==> src/rtl/fetch_unit.sv <==
// Instruction fetch unit: one outstanding memory read at a time, feeding a small FIFO of
// {inst, pc+2} entries. Define FETCH_PREFETCH_EN for a 2-entry buffer; otherwise 1 entry.
module fetch_unit #(
  parameter logic [15:0] RESET_PC = 16'h0000
) (
  input  logic        clk,
  input  logic        rst_n,
  output logic        mem_read,
  output logic [15:0] mem_address,
  input  logic        mem_resp,
  input  logic [15:0] mem_rdata,
  output logic        inst_valid,
  output logic [15:0] inst,
  output logic [15:0] inst_pc,
  input  logic        take,
  input  logic        redirect,
  input  logic [15:0] redirect_pc
);

`ifdef FETCH_PREFETCH_EN
  localparam int unsigned Depth = 2;
`else
  localparam int unsigned Depth = 1;
`endif
  localparam int unsigned CntW = $clog2(Depth + 1);

  typedef enum logic [1:0] {StIdle, StFetch, StDrain} state_e;

  state_e          state_q, state_d;
  logic [15:0]     fetch_pc_q, fetch_pc_d;
  logic [15:0]     addr_q, addr_d;
  logic [CntW-1:0] count_q, count_d, count_pop;
  logic [15:0]     buf_inst_q [Depth];
  logic [15:0]     buf_inst_d [Depth];
  logic [15:0]     buf_pc_q   [Depth];
  logic [15:0]     buf_pc_d   [Depth];
  logic            pop, push;

  assign inst_valid  = (count_q != '0);
  assign inst        = inst_valid ? buf_inst_q[0] : 16'h0000;
  assign inst_pc     = inst_valid ? buf_pc_q[0] : 16'h0000;
  assign mem_read    = (state_q != StIdle);
  assign mem_address = addr_q;

  // Redirect wins over both pop and push; a flushed cycle neither consumes nor fills.
  assign pop       = take && inst_valid && !redirect;
  assign push      = (state_q == StFetch) && mem_resp && !redirect;
  assign count_pop = count_q - CntW'(pop);

  always_comb begin
    state_d    = state_q;
    fetch_pc_d = fetch_pc_q;
    addr_d     = addr_q;
    case (state_q)
      StIdle: begin
        if (redirect) begin
          fetch_pc_d = redirect_pc;
        end else if (count_pop < CntW'(Depth)) begin
          state_d = StFetch;
          addr_d  = fetch_pc_q;
        end
      end
      StFetch: begin
        if (redirect) begin
          fetch_pc_d = redirect_pc;
          state_d    = mem_resp ? StIdle : StDrain;
        end else if (mem_resp) begin
          fetch_pc_d = fetch_pc_q + 16'd2;
          state_d    = StIdle;
        end
      end
      StDrain: begin
        // The stale read must still complete before a new one is issued.
        if (redirect) begin
          fetch_pc_d = redirect_pc;
        end
        if (mem_resp) begin
          state_d = StIdle;
        end
      end
      default: state_d = StIdle;
    endcase
  end

  always_comb begin
    buf_inst_d = buf_inst_q;
    buf_pc_d   = buf_pc_q;
    count_d    = count_q;
    if (redirect) begin
      count_d = '0;
    end else begin
      if (pop) begin
        for (int i = 0; i < int'(Depth) - 1; i++) begin
          buf_inst_d[i] = buf_inst_q[i + 1];
          buf_pc_d[i]   = buf_pc_q[i + 1];
        end
      end
      if (push) begin
        for (int i = 0; i < int'(Depth); i++) begin
          if (count_pop == CntW'(i)) begin
            buf_inst_d[i] = mem_rdata;
            buf_pc_d[i]   = fetch_pc_q + 16'd2;
          end
        end
      end
      count_d = count_pop + CntW'(push);
    end
  end

  always_ff @(posedge clk or negedge rst_n) begin
    if (!rst_n) begin
      state_q    <= StIdle;
      fetch_pc_q <= RESET_PC;
      addr_q     <= 16'h0000;
      count_q    <= '0;
      for (int i = 0; i < int'(Depth); i++) begin
        buf_inst_q[i] <= 16'h0000;
        buf_pc_q[i]   <= 16'h0000;
      end
    end else begin
      state_q    <= state_d;
      fetch_pc_q <= fetch_pc_d;
      addr_q     <= addr_d;
      count_q    <= count_d;
      buf_inst_q <= buf_inst_d;
      buf_pc_q   <= buf_pc_d;
    end
  end

endmodule

==> config.mk <==
export PLATFORM = sky130hd
export DESIGN_NAME = fetch_unit
export DESIGN_NICKNAME = d
export VERILOG_FILES = /design/src/rtl/fetch_unit.sv
export SDC_FILE = /design/constraint.sdc
export NUM_CORES = 1
export LEC_CHECK = 0
export CELL_PAD_IN_SITES_DETAIL_PLACEMENT = 0
export CELL_PAD_IN_SITES_GLOBAL_PLACEMENT = 1
export CORE_MARGIN = 1.5
export CORE_UTILIZATION = 51
export CTS_CLUSTER_DIAMETER = 150
export DETAILED_ROUTE_END_ITERATION = 12
export DONT_BUFFER_PORTS = 1
export PLACE_DENSITY_LB_ADDON = 0.1
export SKIP_LAST_GASP = 1
export SYNTH_ARGS = -nofsm -noshare
export SYNTH_HDL_FRONTEND = slang
export SYNTH_SLANG_ARGS = --single-unit
==> constraint.sdc <==
create_clock -name clk -period 5.2 [get_ports clk]
set_clock_uncertainty 0.05 [all_clocks]
set_input_delay 1.04 -clock clk [delete_from_list [all_inputs] [get_ports clk]]
set_output_delay 1.04 -clock clk [all_outputs]
set_load 0.005 [all_outputs]
==> results.md <==
- FF-to-FF path depth: 3
- Clk sink count: between 60 and 70
- Worst hold path class: input port to async pin
- Endpoints failing hold: 0
- Syn Area/Cell: 9.467 sq um
- Gate power share: 0.222
- Largest net degree at the start of global routing: 68
- Seq pwr share: 0.536
- Post-synth ARST share: 1.000
- Reg2reg setup slack: roughly 2.6 ns
- Reg2Reg Launch Point: inst_valid$_DFF_PN0_
- Slew Viols, Final: 0
- First-pass GRT wire length: 12.25 mm
- IO Pins: slightly below 90
- Top_reg_cell synth: dfrtp_1
- Max cap viols: 0
- P_leak: between 0.0015 and 0.002 uW
- Core area: between 6000 and 7000 sq um
- DRC errors left: 0
- Rows: 29
- Met1 track demand over resource: 0.3176
- Layout cell share with drive strength beyond 1: 0.1089
- Post-DP HPWL: 4.862 mm
- Met3 Resource Use GR: 0.07571
- Post-synth top area cell: dfrtp_1
- Syn Std Cell Area: 3361 sq um
- Distinct cells, synth: 45
- Critical Path Sink: mem_address[8]$_DFFE_PN0P_
- Crit-path max cell delay: about 0.85 ns
- Fmax: between 0.3 and 0.4 GHz
- Worst-margin pin slew: just under 1 ns
- Routed vias/inst: 5.629
- Setup ws final: 2.601 ns
- Die area: about 7000 sq um
- H-tree levels: 3
- Rel. slew slack: 0.3564
- Max VDD drop: approximately 0.23 mV
- CTS clk-pin slew, worst paths: 0.07 ns
- Die Span Y: roughly 84 microns
- Initial antenna violation count: 0
- Critical Path Fanout Max: 34
- M2 GR Usage: 0.3236
- Detailed Route WL: ~7.2 mm
- Cts hold-fix bufs: 0
- Largest cells by area after synthesis: dfrtp_1, nand2_1, and2_1
- Setup TNS: 0 ns
- TritonCTS buffer count: 9
- Vias in the first global route: ~2,400
- Register area share after synthesis: 0.4989
- Crit share post-route: 0.4998
- Post-CTS Setup Bufs: 0
- Via count: approximately 2,400
- Initial Utilization: 0.5293
- Crit path buffers/inverters: 0
- Synthesized Nets: 393
- CP Launch Type: flop
- Critical path depth: 3
- Int Power: 1111 uW
- Crit path max-delay family: simple AND/OR/NAND/NOR gates
- Synth-to-Final Area Change: 4.914%
- WHS: about 0.33 ns
- Commonest cells after routing, fill and taps aside: nand2_1, dfrtp_1, and2_1
- CP startpoint: inst_valid$_DFF_PN0_
- Fin crit period: ~2.6 ns
- Overflow after GRT: 0
- Clock Tree Root: clkbuf_8
- Crit path capture type: flop
- Mapped Cells: 355
- Post-route ant nets: 0
- CTS tree: built
- #FFs+latches synth: 67
- Most common cell after layout, fill and taps aside: nand2_1
- Place WS: between 2 and 3 ns
- Die width: 84.18 microns
- RSZ-0062 raised after global routing: no
- Clock share of power: 0.241
- Input/output buffers: 0
- GR peak layer: met2
- Post-synth EDFFs: 0
- Worst-Skew Late Latency: 0.35 ns
- Outcome: completed
- Detailed Routing Iterations Pass 1: 4
- Final #Nets: roughly 380
- Worst Path Arrival: ~2.8 ns
- Yosys warning total: 0
- CP max stage cell: dfrtp_1
- Starting DRC count in detailed routing: roughly 170
- Switching share of power: 0.3282
- Synth top area share: 0.4989
- Total track usage: 0.2218
- Cell chain of the critical path: nor2b_1 -> or3_1 -> mux2_2
- CTS-repair resized insts: 0
- P per Cell Area: approximately 470 nW/um^2
- Maximum buffer depth of the clock tree: 2
- Endpoints failing setup: 0
- # diodes: 0
- Routed wire per std cell: 16.89 microns
- Switching power: roughly 540 uW
- GP Congestion: between 0.7 and 0.8
- Total power: around 1700 uW
- Critical path class: flop to flop
- Data required, critical path: 5.38 ns
- Worst reg2reg path endpoint: mem_address[8]$_DFFE_PN0P_
## kinds of logic (layout without fill, tap and decap cells)
| group | Yosys count | after routing | share of synthesized area |
|---|---|---|---|
| muxes | 17 | 17 | 0.06441 |
| buffers and inverters | 25 | 19 | 0.03872 |
| adders and majority gates | 1 | 1 | 0.003722 |
| and+or+nand+nor | 173 | 173 | 0.2502 |
| DFF | 67 | 67 | 0.4989 |
| AOI/OAI and AO/OA | 59 | 59 | 0.1102 |
| xor gates and xnor gates | 13 | 13 | 0.03388 |
## cells in the mapped netlist (2+ instances only)
master     number
nand2_1        88
dfrtp_1        67
and2_1         35
clkbuf_1       16
o21ai_0        16
a21oi_1        12
nor2_1         10
mux2_2          9
nand3_1         9
xor2_1          8
mux2_4          7
o22ai_1         7
a2bb2oi_1       6
xnor2_1         5
buf_2           4
nand2b_1        4
nor3_1          4
or3_1           4
a21o_1          3
and4_1          3
nor4_1          3
o221ai_1        3
or2_2           3
a31oi_1         2
buf_6           2
nand3b_1        2
nand4_1         2
nor2b_1         2
o211ai_1        2
o21ai_1         2
## power by group through the flow
| stage | clock network (uW) | registers (uW) | logic (uW) |
|---|---|---|---|
| finish | 399 | 887 | 368 |
| global route | 437 | 923 | 419 |
| detailed placement | 0 | 901 | 371 |
| global placement | 0 | 893 | 358 |
| CTS | 412 | 891 | 372 |
| floorplan | 0 | 832 | 346 |
## per-layer routing
| layer | vias to the layer above | share of wire | routed length, microns |
|---|---|---|---|
| li1 | 1183 | - | - |
| met3 | 11 | 0.069 | 494 |
| met1 | 1132 | 0.47 | 3414 |
| met4 | 0 | 0.012 | 86 |
| met5 | - | 0 | 0 |
| met2 | 72 | 0.44 | 3200 |
## metrics by stage
stage / cell area (sq um) / utilization / instances
floorplan: 3361 / - / 355
global placement: 3346 / 0.5269 / 410
detailed placement: 3346 / 0.5269 / 410
CTS: 3526 / 0.5553 / 426
global route: 3526 / 0.5553 / 426
finish: 3526 / 0.5553 / 426
## worst min-delay path by stage
| stage | cells after the start | slack, ns | to |
|---|---|---|---|
| after global placement | 2 | 0.40 | buf_inst_q[3]$_DFFE_PN0P_ |
| final | 0 | 0.33 | buf_inst_q[6]$_DFFE_PN0P_ |
| after floorplan | 2 | 0.39 | buf_inst_q[0]$_DFFE_PN0P_ |
| after CTS | 0 | 0.32 | buf_inst_q[5]$_DFFE_PN0P_ |
| after global routing | 0 | 0.30 | mem_address[2]$_DFFE_PN0P_ |
| after detailed placement | 2 | 0.40 | buf_inst_q[7]$_DFFE_PN0P_ |
## flip-flops by register name, indices dropped and copies added (netlist names)
register     count
buf_pc_q        16
mem_address     16
state_q          2
fetch_pc_q      16
buf_inst_q      16
inst_valid       1
## layout make-up
| type | instances | area [sq um] |
|---|---|---|
| Timing Repair Buffer | 2 | 15.01 |
| Multi-Input combinational cell | 263 | 1554 |
| Inverter | 1 | 3.754 |
| Sequential cell | 67 | 1677 |
| Clock inverter | 4 | 25.02 |
| Clock buffer | 12 | 155.1 |
| Fill cell | 578 | 2824 |
| Tap cell | 77 | 96.34 |
Power figures use the tool's default switching activity.
